--- config.mk ---
export PLATFORM = sky130hd
export DESIGN_NAME = mem_access_stage
export DESIGN_NICKNAME = d
export VERILOG_FILES = /design/src/rtl/mem_access_stage.sv
export SDC_FILE = /design/constraint.sdc
export NUM_CORES = 1
export LEC_CHECK = 0
export CORE_MARGIN = 3
export CORE_UTILIZATION = 31
export DETAILED_ROUTE_END_ITERATION = 10
export PLACE_DENSITY = 0.69
export SYNTH_ARGS = -nofsm -noshare
export SYNTH_HDL_FRONTEND = slang
export SYNTH_SLANG_ARGS = --single-unit
--- constraint.sdc ---
create_clock -name clk -period 5 [get_ports clk]
set_input_delay 1 -clock clk [delete_from_list [all_inputs] [get_ports clk]]
set_output_delay 1 -clock clk [all_outputs]
set_load 0.03 [all_outputs]
--- src/rtl/mem_access_stage.sv ---
// RV32I memory-access stage: cache handshake, load align/extend, ALU pass-through, one-cycle writeback record.
// ALU/misaligned ops retire next cycle. Memory ops hold in_ready low until the cycle after data_resp.
module mem_access_stage (
  input  logic        clk,
  input  logic        rst_n,
  input  logic        ex_valid,
  input  logic [1:0]  ex_op,
  input  logic [2:0]  ex_funct3,
  input  logic [31:0] ex_alu_out,
  input  logic [31:0] ex_rs2,
  input  logic [4:0]  ex_rd,
  input  logic        flush,
  output logic        in_ready,
  output logic        data_read,
  output logic        data_write,
  output logic [31:0] data_addr,
  output logic [3:0]  data_mbe,
  output logic [31:0] data_wdata,
  input  logic        data_resp,
  input  logic [31:0] data_rdata,
  output logic        wb_valid,
  output logic [4:0]  wb_rd,
  output logic [31:0] wb_data,
  output logic        misalign
);
  typedef enum logic {IDLE, BUSY} state_t;
  localparam logic [1:0] OP_LOAD  = 2'b01;
  localparam logic [1:0] OP_STORE = 2'b10;

  state_t      state;
  logic        load_q;
  logic [2:0]  funct3_q;
  logic [1:0]  off_q;
  logic [4:0]  rd_q;

  logic        accept;
  logic        is_load;
  logic        is_mem;
  logic        mis;
  logic [1:0]  off;
  logic [3:0]  mbe;
  logic [31:0] wdata;
  logic [31:0] lane;
  logic [31:0] load_val;

  assign in_ready = (state == IDLE);
  assign accept   = ex_valid & in_ready & ~flush;
  assign off      = ex_alu_out[1:0];
  assign is_load  = (ex_op == OP_LOAD);
  assign is_mem   = is_load | (ex_op == OP_STORE);
  assign wdata    = ex_rs2 << {off, 3'b000};

  // Width class from funct3[1:0]; reserved encodings fall into the word class.
  always_comb begin
    mbe = 4'b1111;
    mis = 1'b0;
    case (ex_funct3[1:0])
      2'b00:   mbe = 4'b0001 << off;
      2'b01: begin
        mbe = 4'b0011 << off;
        mis = off[0];
      end
      default: mis = (off != 2'b00);
    endcase
  end

  assign lane = data_rdata >> {off_q, 3'b000};

  always_comb begin
    load_val = data_rdata;
    case (funct3_q)
      3'b000:  load_val = {{24{lane[7]}}, lane[7:0]};
      3'b100:  load_val = {24'b0, lane[7:0]};
      3'b001:  load_val = {{16{lane[15]}}, lane[15:0]};
      3'b101:  load_val = {16'b0, lane[15:0]};
      default: load_val = data_rdata;
    endcase
  end

  always_ff @(posedge clk) begin
    if (!rst_n) begin
      state      <= IDLE;
      data_read  <= 1'b0;
      data_write <= 1'b0;
      data_addr  <= '0;
      data_mbe   <= '0;
      data_wdata <= '0;
      wb_valid   <= 1'b0;
      wb_rd      <= '0;
      wb_data    <= '0;
      misalign   <= 1'b0;
      load_q     <= 1'b0;
      funct3_q   <= '0;
      off_q      <= '0;
      rd_q       <= '0;
    end else begin
      wb_valid <= 1'b0;
      misalign <= 1'b0;
      case (state)
        IDLE: begin
          if (accept) begin
            if (!is_mem) begin
              wb_valid <= 1'b1;
              wb_rd    <= ex_rd;
              wb_data  <= ex_alu_out;
            end else if (mis) begin
              wb_valid <= 1'b1;
              wb_rd    <= '0;
              wb_data  <= '0;
              misalign <= 1'b1;
            end else begin
              state      <= BUSY;
              data_read  <= is_load;
              data_write <= ~is_load;
              data_addr  <= {ex_alu_out[31:2], 2'b00};
              data_mbe   <= mbe;
              data_wdata <= wdata;
              load_q     <= is_load;
              funct3_q   <= ex_funct3;
              off_q      <= off;
              rd_q       <= ex_rd;
            end
          end
        end
        BUSY: begin
          // flush is deliberately ignored here: the outstanding access must complete.
          if (data_resp) begin
            state      <= IDLE;
            data_read  <= 1'b0;
            data_write <= 1'b0;
            wb_valid   <= 1'b1;
            wb_rd      <= load_q ? rd_q : 5'd0;
            wb_data    <= load_q ? load_val : 32'd0;
          end
        end
        default: state <= IDLE;
      endcase
    end
  end
endmodule

== Yosys cells after proc, flatten, opt, wreduce, memory -nomap -nowiden ==
Index checks and enable logic that the tools add are counted.

* Flip-flop bits (word level): 119
* Logic and storage cells: 80

* Bitwise logic cells: 10
* Muxes and demuxes: 34
* Eq/ne operators: 11
* Shift-type cells: 4
* Reductions and logical operators: 7

{| class="wikitable"
|+ Operator list
! cell !! number
|-
| $mux 32 || 5
|-
| $pmux 32 s4 || 1
|-
| $pmux 32 s2 || 1
|-
| $shl 32x5->32 || 1
|-
| $shr 32x5->16 || 1
|-
| $mux 5 || 5
|-
| $mux 1 || 15
|-
| $pmux 1 s2 || 5
|-
| $pmux 5 s2 || 1
|-
| $pmux 4 s2 || 1
|-
| $reduce_and 4->1 || 2
|-
| $not 1->1 || 7
|-
| $eq 3x3->1 const B || 2
|-
| $eq 2x1->1 const B || 2
|-
| $ne 2x1->1 const B || 2
|-
| $ne 2x2->1 const B || 2
|-
| $reduce_or 4->1 || 1
|-
| $shl 1x2->4 const A || 1
|-
| $shl 2x2->4 const A || 1
|-
| $eq 3x1->1 const B || 1
|-
| $logic_not 3->1 || 1
|-
| $ne 3x2->1 const B || 1
|-
| $reduce_and 3->1 || 1
|-
| $and 1x1->1 || 2
|-
| other kinds (4) || 4
|}

== Longest topological paths before layout ==
Gate-level depths: netlist of run 1.

* Word-level depth: 6
* Gate-level depth with buffers: 8

== Worst setup path before layout of run 1 ==
Ideal clock, no wire load.

* Path type: input to register
* From: input ex_op[1]
* To: register wb_data[22]
* Setup slack: 2.454 ns
* Library setup time: 0.070 ns
* Required time: 4.930 ns
* Cell stages on the path: 7
* Data arrival time: 2.477 ns
* Path buffers: 1
* Cell sequence: inv_1 -> ha_1 -> or3_1 -> a32oi_2 -> a41oi_4 -> buf_6 -> a21oi_1

* Cells in the longest elaborated chain, start to end: 5
* Elaborated cells on any way between the ends: 8
* Classes of those cells: eq/ne: 3; mux: 3; bitwise: 1; reduce/logical: 1

{| class="wikitable"
|+ Ends and longest elaborated chain
! what !! RTL line !! source
|-
| from (decl) || 7 || <nowiki>input logic [1:0] ex_op,</nowiki>
|-
| $eq 2x1->1 or $eq 2x2->1 (tied branches) || 49, 50 ||
|-
| $or 1x1->1 * || 50 || <nowiki>assign is_mem = is_load | (ex_op == OP_STORE);</nowiki>
|-
| $mux 32 || 102 || <nowiki>if (!is_mem) begin</nowiki>
|-
| $mux 32 || 101 || <nowiki>if (accept) begin</nowiki>
|-
| $pmux 32 s2 || 99 || <nowiki>case (state)</nowiki>
|-
| to (signal assigned) || 105 || <nowiki>wb_data <= ex_alu_out;</nowiki>
|-
| to (signal assigned) || 133 || <nowiki>wb_data <= load_q ? load_val : 32'd0;</nowiki>
|-
| to (decl) || 23 || <nowiki>output logic [31:0] wb_data,</nowiki>
|}

Every way passes the cells marked *; elsewhere a longest branch is shown, timed or not. The select of a mux whose other input is x is not followed.
A chain may end at the register's enable or synchronous reset.

== Worst setup path after layout of run 1 ==
* From: input ex_op[1]
* To: register off_q[1]

* Cells in the longest elaborated chain, start to end: 3
* Elaborated cells on any way between the ends: 4
* Classes of those cells: eq/ne: 2; bitwise: 1; reduce/logical: 1

{| class="wikitable"
|+ Ends and longest elaborated chain
! what !! RTL line !! source
|-
| $eq 2x1->1 or $eq 2x2->1 (tied branches) || 49, 50 ||
|-
| $or 1x1->1 * || 50 ||
|-
| $reduce_and 4->1 (no line) * || -- ||
|-
| to (signal assigned) || 94 || <nowiki>off_q <= '0;</nowiki>
|-
| to (signal assigned) || 120 || <nowiki>off_q <= off;</nowiki>
|-
| to (decl) || 33 || <nowiki>logic [1:0] off_q;</nowiki>
|}

Every way passes the cells marked *; elsewhere a longest branch is shown, timed or not.

==> results.md, run 1 <==
- Top_reg_cell synth: dfxtp_1
- Register area: around 2400 sq um
- Row cnt: 47
- DR DRC count: 0
- CP bufs+invs: 3
- Setup slack after layout: 1.68 ns
- Starting Density: 32.3%
- Number of max-cap violations: 0
- I/O Pins: 221
- Post-synth cell types: 55
- Critical path class: input pin to flip-flop
- Final number of setup-violating endpoints: 0
- Worst reg-to-reg setup slack: 2.19 ns
- Peak supply drop: 0.243 mV
- First-pass GRT wire length: 31,300 um
- Pins Over Slew Limit: 0
- Slew HR: 27.3%
- TritonCTS Buffers: 17
- Fin crit share: 66.5%
- Die ar.: roughly 19,000 sq um
- Layout Skew: 0.00721 ns
- RR Endpoint: wb_data[16]$_SDFFE_PN0P_
- Sequential share of the synthesized area: 43.6%
- Avg Cell Area, Syn: 8.30 sq um
- CP required: 5.34 ns
- Final std cells w/o fill: 1,078
- Hold crit path type: flip-flop to flip-flop
- Antenna Cells: 0
- Vias: 5,647
- Worst hold start: data_wdata[31]$_SDFFE_PN0P_
- Pwr Density: 335 nW/um^2
- Startpoint class of the critical path: input pin
- Placed cells: 1,046
- Post-synth ARST share: 0%
- Largest net degree at the start of global routing: 53
- 1st-iter DRT viols: about 500
- Grt ovf: 0
- R2r startpoint: state$_SDFF_PN0_
- Multi-input logic area: 2810 sq um
- DP Area: 7750 sq um
- EDFF count, synth: 0
- Slew @ Worst Pin: 1.09 ns
- Drt total wl: 20,800 um
- Area delta synth->final: 53.5%
- GP Congestion: slightly below 0.9
- TritonCTS clock tree: built
- Setup TNS: 0 ns
- Min Hold Slack: around 0.45 ns
- Status: finished, final reports clean
- Crit path capture type: flip-flop
- Leakage power: between 2 and 3 nW
- RSZ-0062 raised after global routing: false
- PostCTS Resize Cnt: 0
- Initial antenna violation count: 0
- Yosys warnings: 0
- DRT antenna net count: 0
- Die Ht: 139 um
- Synth Register Bits: 119
- Avg Vias per Cell: 5.24
- Top delay family on crit path: compound AO/OA/AOI/OAI gates
- Commonest non-fill, non-tap cells in the layout: 218 x clkdlybuf4s50_1, 132 x nand2_1, 119 x dfxtp_1
- Hold Path End: data_wdata[31]$_SDFFE_PN0P_
- Hold-fix buffers, CTS: 0
- Pre-CTS WS: 1.22 ns
- Worst path depth: 8
- Vias in the first global route: approximately 5.3k
- Total Nets Final: 957
- Slowest cell on crit path: o21a_2
- Fillers: between 1.5k and 2k
- Wire per inst: 19.3 um
- Synthesized area: 5460 sq um
- Pre-antenna DRT Iters: 5
- R2R depth: 4
- CP Data Arrival Time: between 3 and 4 ns
- PortBufs: 218
- Clk sinks: 119
- Die Wd: 139 um
- Hold Fails Final Rpt: 0
- Worst Path Max Fanout: 47
- Max Freq: ~300 MHz
- Clk Latency, worst-skew pair: 0.42 ns
- Worst path cell trace: clkdlybuf4s50_1 > inv_1 > ha_1 > nor4b_2 > o21a_2 > buf_12 > nand2_1 > a21oi_1
- Max clock buf depth: 2
- Clock-pin slew on the worst setup and hold paths: 0.05 ns
- Core region area: 16,900 sq um
- Power Total: 2.81 mW
- Final Cell Area: 8390 sq um
- Layout Utilization: 49.5%
- Hold path cells: 2
- Synth Instances: between 600 and 700
- Most common cell after layout, fill and taps aside: clkdlybuf4s50_1
- Detailed Place HPWL: roughly 15,000 um
- Post-CTS setup buffer count: 0
- Share of layout cells above drive strength 1: ~8.4%
- Crit path largest cell delay: 0.87 ns
- Total GRT Usage: 20.6%
- CTS Root Cell: clkbuf_16
- Period minus WS final: between 3 and 4 ns
- H-tree levels: 4
==> worst max-delay path by stage <==
stage / slack, ns / from / end
floorplan: 2.45 / ex_op[1] / wb_data[22]$_SDFFE_PN0P_
global placement: 1.28 / ex_op[1] / off_q[1]$_SDFFE_PN0P_
detailed placement: 1.22 / ex_op[1] / off_q[1]$_SDFFE_PN0P_
CTS: 1.67 / ex_op[1] / off_q[1]$_SDFFE_PN0P_
global route: 1.46 / ex_op[1] / data_addr[25]$_SDFFE_PN0P_
finish: 1.68 / ex_op[1] / off_q[1]$_SDFFE_PN0P_
==> worst register-to-register path: stages (launching register included) <==
cell     delay [ns]
dfxtp_1        0.59
and2_0         0.77
nor2b_1        0.70
a41oi_4        0.43
a21oi_1        0.26
==> registers in the layout (all words and copies together) (netlist names) <==
| name | cells |
|---|---|
| data_wdata | 32 |
| wb_rd | 5 |
| rd_q | 5 |
| wb_valid | 1 |
| off_q | 2 |
| data_write | 1 |
| wb_data | 32 |
| data_mbe | 4 |
| data_addr | 30 |
| load_q | 1 |
| state | 1 |
| funct3_q | 3 |
| misalign | 1 |
| data_read | 1 |
==> per-layer routing <==
layer	vias up	wire length, um	global-route usage (%)
met5	-	0	0
met4	0	622	7.88
met3	42	1230	5.55
met2	200	9650	32.0
met1	2659	9310	27.5
li1	2746	-	-
==> area by class of cell <==
class | count | share of cell area [%]
Tap cell | 220 | 3.28
Sequential cell | 119 | 28.4
Clock inverter | 15 | 2.45
Clock buffer | 17 | 5.07
Timing Repair Buffer | 226 | 26.9
Inverter | 9 | 0.403
Multi-Input combinational cell | 472 | 33.5
==> synth_stat cells (2+ instances only) <==
cell type / number / area share, %
nand2_1: 132 / 9.1
dfxtp_1: 119 / 44
a21oi_1: 86 / 7.9
clkbuf_1: 42 / 2.9
nor2_1: 32 / 2.2
a22oi_1: 30 / 4.1
o21ai_0: 30 / 2.7
mux2_2: 20 / 4.1
mux2i_1: 19 / 3.5
a31oi_1: 16 / 1.8
buf_2: 13 / 1.2
nand3_1: 10 / 0.92
nor3_1: 10 / 0.92
a221oi_1: 8 / 1.3
inv_1: 8 / 0.55
a221o_1: 7 / 1.3
a2bb2oi_1: 7 / 1.1
o211ai_1: 7 / 0.96
o221ai_1: 6 / 0.96
or3_1: 6 / 0.69
a311oi_1: 5 / 0.80
nand2b_1: 5 / 0.57
nor2b_1: 3 / 0.34
and3_1: 2 / 0.23
buf_4: 2 / 0.27
buf_6: 2 / 0.41
nor4_1: 2 / 0.23
o211a_1: 2 / 0.37
==> where the power goes <==
part           total, mW  internal, mW  switching, mW
logic              0.484         0.215          0.269
clock network       1.31         0.835          0.472
registers           1.02         0.992         0.0272
total               2.81          2.04          0.767
==> cells by family (layout without fill, tap and decap cells) <==
logic type | after synthesis | in the layout | synth area share, %
other cells | 1 | 2 | 0.0686
mux | 40 | 40 | 8.01
simple gates | 211 | 211 | 16.7
buf+inv | 68 | 267 | 5.38
flops | 119 | 119 | 43.6
fa+ha+maj | 1 | 1 | 0.229
compound gates | 218 | 218 | 26.0
Power figures use the tool's default switching activity.
==> run 2, diff against run 1 <==
- PLACE_DENSITY: 0.69 -> 0.71
- clock period: 5 -> 2.9 ns (I/O delays scaled with it)
==> results.md, run 2 (synthesis results as in run 1) <==
- Status: finished, final reports clean (unchanged)
- Crit path capture type: flip-flop (unchanged)
- Layout Utilization: 50.5% (was 49.5%)
- Max Freq: ~400 MHz
- Post-CTS setup buffer count: 0 (unchanged)
- TritonCTS Buffers: 17 (unchanged)
- Layout Skew: 0.00803 ns (was 0.00721 ns)
- Largest regs: data_wdata x32, wb_data x32, data_addr x30 (unchanged)
- Leakage power: 3.02 nW (was 2.92 nW)
- GP Congestion: 0.849 (was 0.873)
- Peak supply drop: 0.409 mV (was 0.243 mV)
- PortBufs: 218 (unchanged)
- DR DRC count: 0 (unchanged)
- Slew @ Worst Pin: 0.843 ns (was 1.09 ns)
- I/O Pins: 221 (unchanged)
- Crit path largest cell delay: 0.47 ns (was 0.87 ns)
- Hold Fails Final Rpt: 0 (unchanged)
- Top delay family on crit path: buffers and inverters (was compound AO/OA/AOI/OAI gates)
- CTS Root Cell: clkbuf_16 (unchanged)
- CP bufs+invs: 3 (unchanged)
- First-pass GRT wire length: 31,900 um (was 31,300 um)
- Row cnt: 47 (unchanged)
- Fillers: 1,610 (was 1,576)
- Worst path cell trace: clkdlybuf4s50_1 > inv_1 > ha_1 > nor4b_2 > o21ai_4 > buf_4 > o32ai_1 (was clkdlybuf4s50_1 > inv_1 > ha_1 > nor4b_2 > o21a_2 > buf_12 > nand2_1 > a21oi_1)
- Fin crit share: approximately 86%
- Vias: 5,778 (was 5,647)
- Grt ovf: 0 (unchanged)
- Critical path class: input pin to flip-flop (unchanged)
- Drt total wl: 20,500 um (was 20,800 um)
- DRT antenna net count: 0 (unchanged)
- Pwr Density: 571 nW/um^2 (was 335 nW/um^2)
- Detailed Place HPWL: 14,800 um (about the same)
- Clk Latency, worst-skew pair: 0.41 ns (was 0.42 ns)
- Core region area: 16,900 sq um (unchanged)
- Most common cell after layout, fill and taps aside: clkdlybuf4s50_1 (unchanged)
- Max clock buf depth: 2 (unchanged)
- Pins Over Slew Limit: 0 (unchanged)
- Die Wd: 139 um (unchanged)
- Worst Path Max Fanout: 33 (was 47)
- Vias in the first global route: 5,570 (was 5,255)
- Area delta synth->final: 56.7% (was 53.5%)
- Slew HR: 43.6% (was 27.3%)
- RSZ-0062 raised after global routing: false (unchanged)
- Largest net degree at the start of global routing: 63 (was 53)
- Share of layout cells above drive strength 1: 10.3% (was 8.39%)
- Final number of setup-violating endpoints: 0 (unchanged)
- Pre-antenna DRT Iters: 5 (unchanged)
- Avg Vias per Cell: 5.27 (was 5.24)
- Clock-pin slew on the worst setup and hold paths: 0.06 ns (was 0.05 ns)
- Slowest cell on crit path: clkdlybuf4s50_1 (was o21a_2)
- Clk sinks: 119 (unchanged)
- CP required: 3.21 ns (was 5.34 ns)
- Startpoint class of the critical path: input pin (unchanged)
- H-tree levels: 4 (unchanged)
- Total Nets Final: 975 (was 957)
- Wire per inst: 18.7 um (was 19.3 um)
- PostCTS Resize Cnt: 0 (unchanged)
- TritonCTS clock tree: built (unchanged)
- DP Area: 7920 sq um (was 7750 sq um)
- Total GRT Usage: 20.7% (was 20.6%)
- Period minus WS final: 2.49 ns
- Number of max-cap violations: 0 (unchanged)
- Power Total: 4.89 mW (was 2.81 mW)
- 1st-iter DRT viols: 412 (was 504)
- Die ar.: 19,300 sq um (unchanged)
- Initial antenna violation count: 0 (unchanged)
- Hold-fix buffers, CTS: 0 (unchanged)
- Hold crit path type: flip-flop to flip-flop (unchanged)
- Starting Density: 32.3% (unchanged)
- Die Ht: 139 um (unchanged)
- CP Data Arrival Time: 2.80 ns (was 3.66 ns)
- Min Hold Slack: 0.453 ns (was 0.451 ns)
- Antenna Cells: 0 (unchanged)
- Setup TNS: 0 ns (unchanged)
- Commonest non-fill, non-tap cells in the layout: 218 x clkdlybuf4s50_1, 132 x nand2_1, 119 x dfxtp_1 (unchanged)
- Final Cell Area: 8560 sq um (was 8390 sq um)
run 2: cell count changes in the layout (fill, tap and decap cells not counted), sizes merged:
cell | before | now
clkinv | 9 | 6
buf | 8 | 26
clkbuf | 17 | 18
inv | 8 | 10
run 2: layout make-up:
class	instances	area, sq um	share of cell area [%]
clock buffer	18	439	5.13
clock inverter	14	199	2.32
inverter	9	33.8	0.395
multi-input combinational	472	2800	32.8
sequential	119	2380	27.8
tap	220	275	3.22
timing repair buffer	244	2430	28.4
run 2: routing by layer:
layer | global-route usage (%) | routed length (um) | up-vias
li1 | - | - | 2781
met1 | 27.0 | 8820 | 2727
met2 | 33.1 | 9820 | 241
met3 | 5.93 | 1420 | 29
met4 | 6.49 | 422 | 0
met5 | 0 | 0 | -
run 2: through the flow:
step	instances	setup slack (ns)
floorplan	659	0.774
global placement	1064	0.126
detailed placement	1064	0.0517
CTS	1096	0.422
global route	1096	0.261
finish	1096	0.407
run 2: worst paths after layout:
path | depth (start not counted) | from | slack (ns) | end
min reg2reg | 2 | data_wdata[12]$_SDFFE_PN0P_ | 0.45 | data_wdata[12]$_SDFFE_PN0P_
max | 7 | ex_op[1] | 0.41 | data_write$_SDFFE_PN0P_
max reg2reg | 5 | state$_SDFF_PN0_ | 0.56 | wb_data[28]$_SDFFE_PN0P_
min | 2 | data_wdata[12]$_SDFFE_PN0P_ | 0.45 | data_wdata[12]$_SDFFE_PN0P_
run 2: power by group:
part / switching, mW / internal [mW] / total, mW
Sequential: 0.0405 / 1.71 / 1.75
Clock: 0.808 / 1.47 / 2.28
Combinational: 0.470 / 0.393 / 0.863
run 2: worst min-delay path: stages (launching register included):
cell	delay, ns
dfxtp_1	0.31
nand2_1	0.05
a21oi_1	0.05
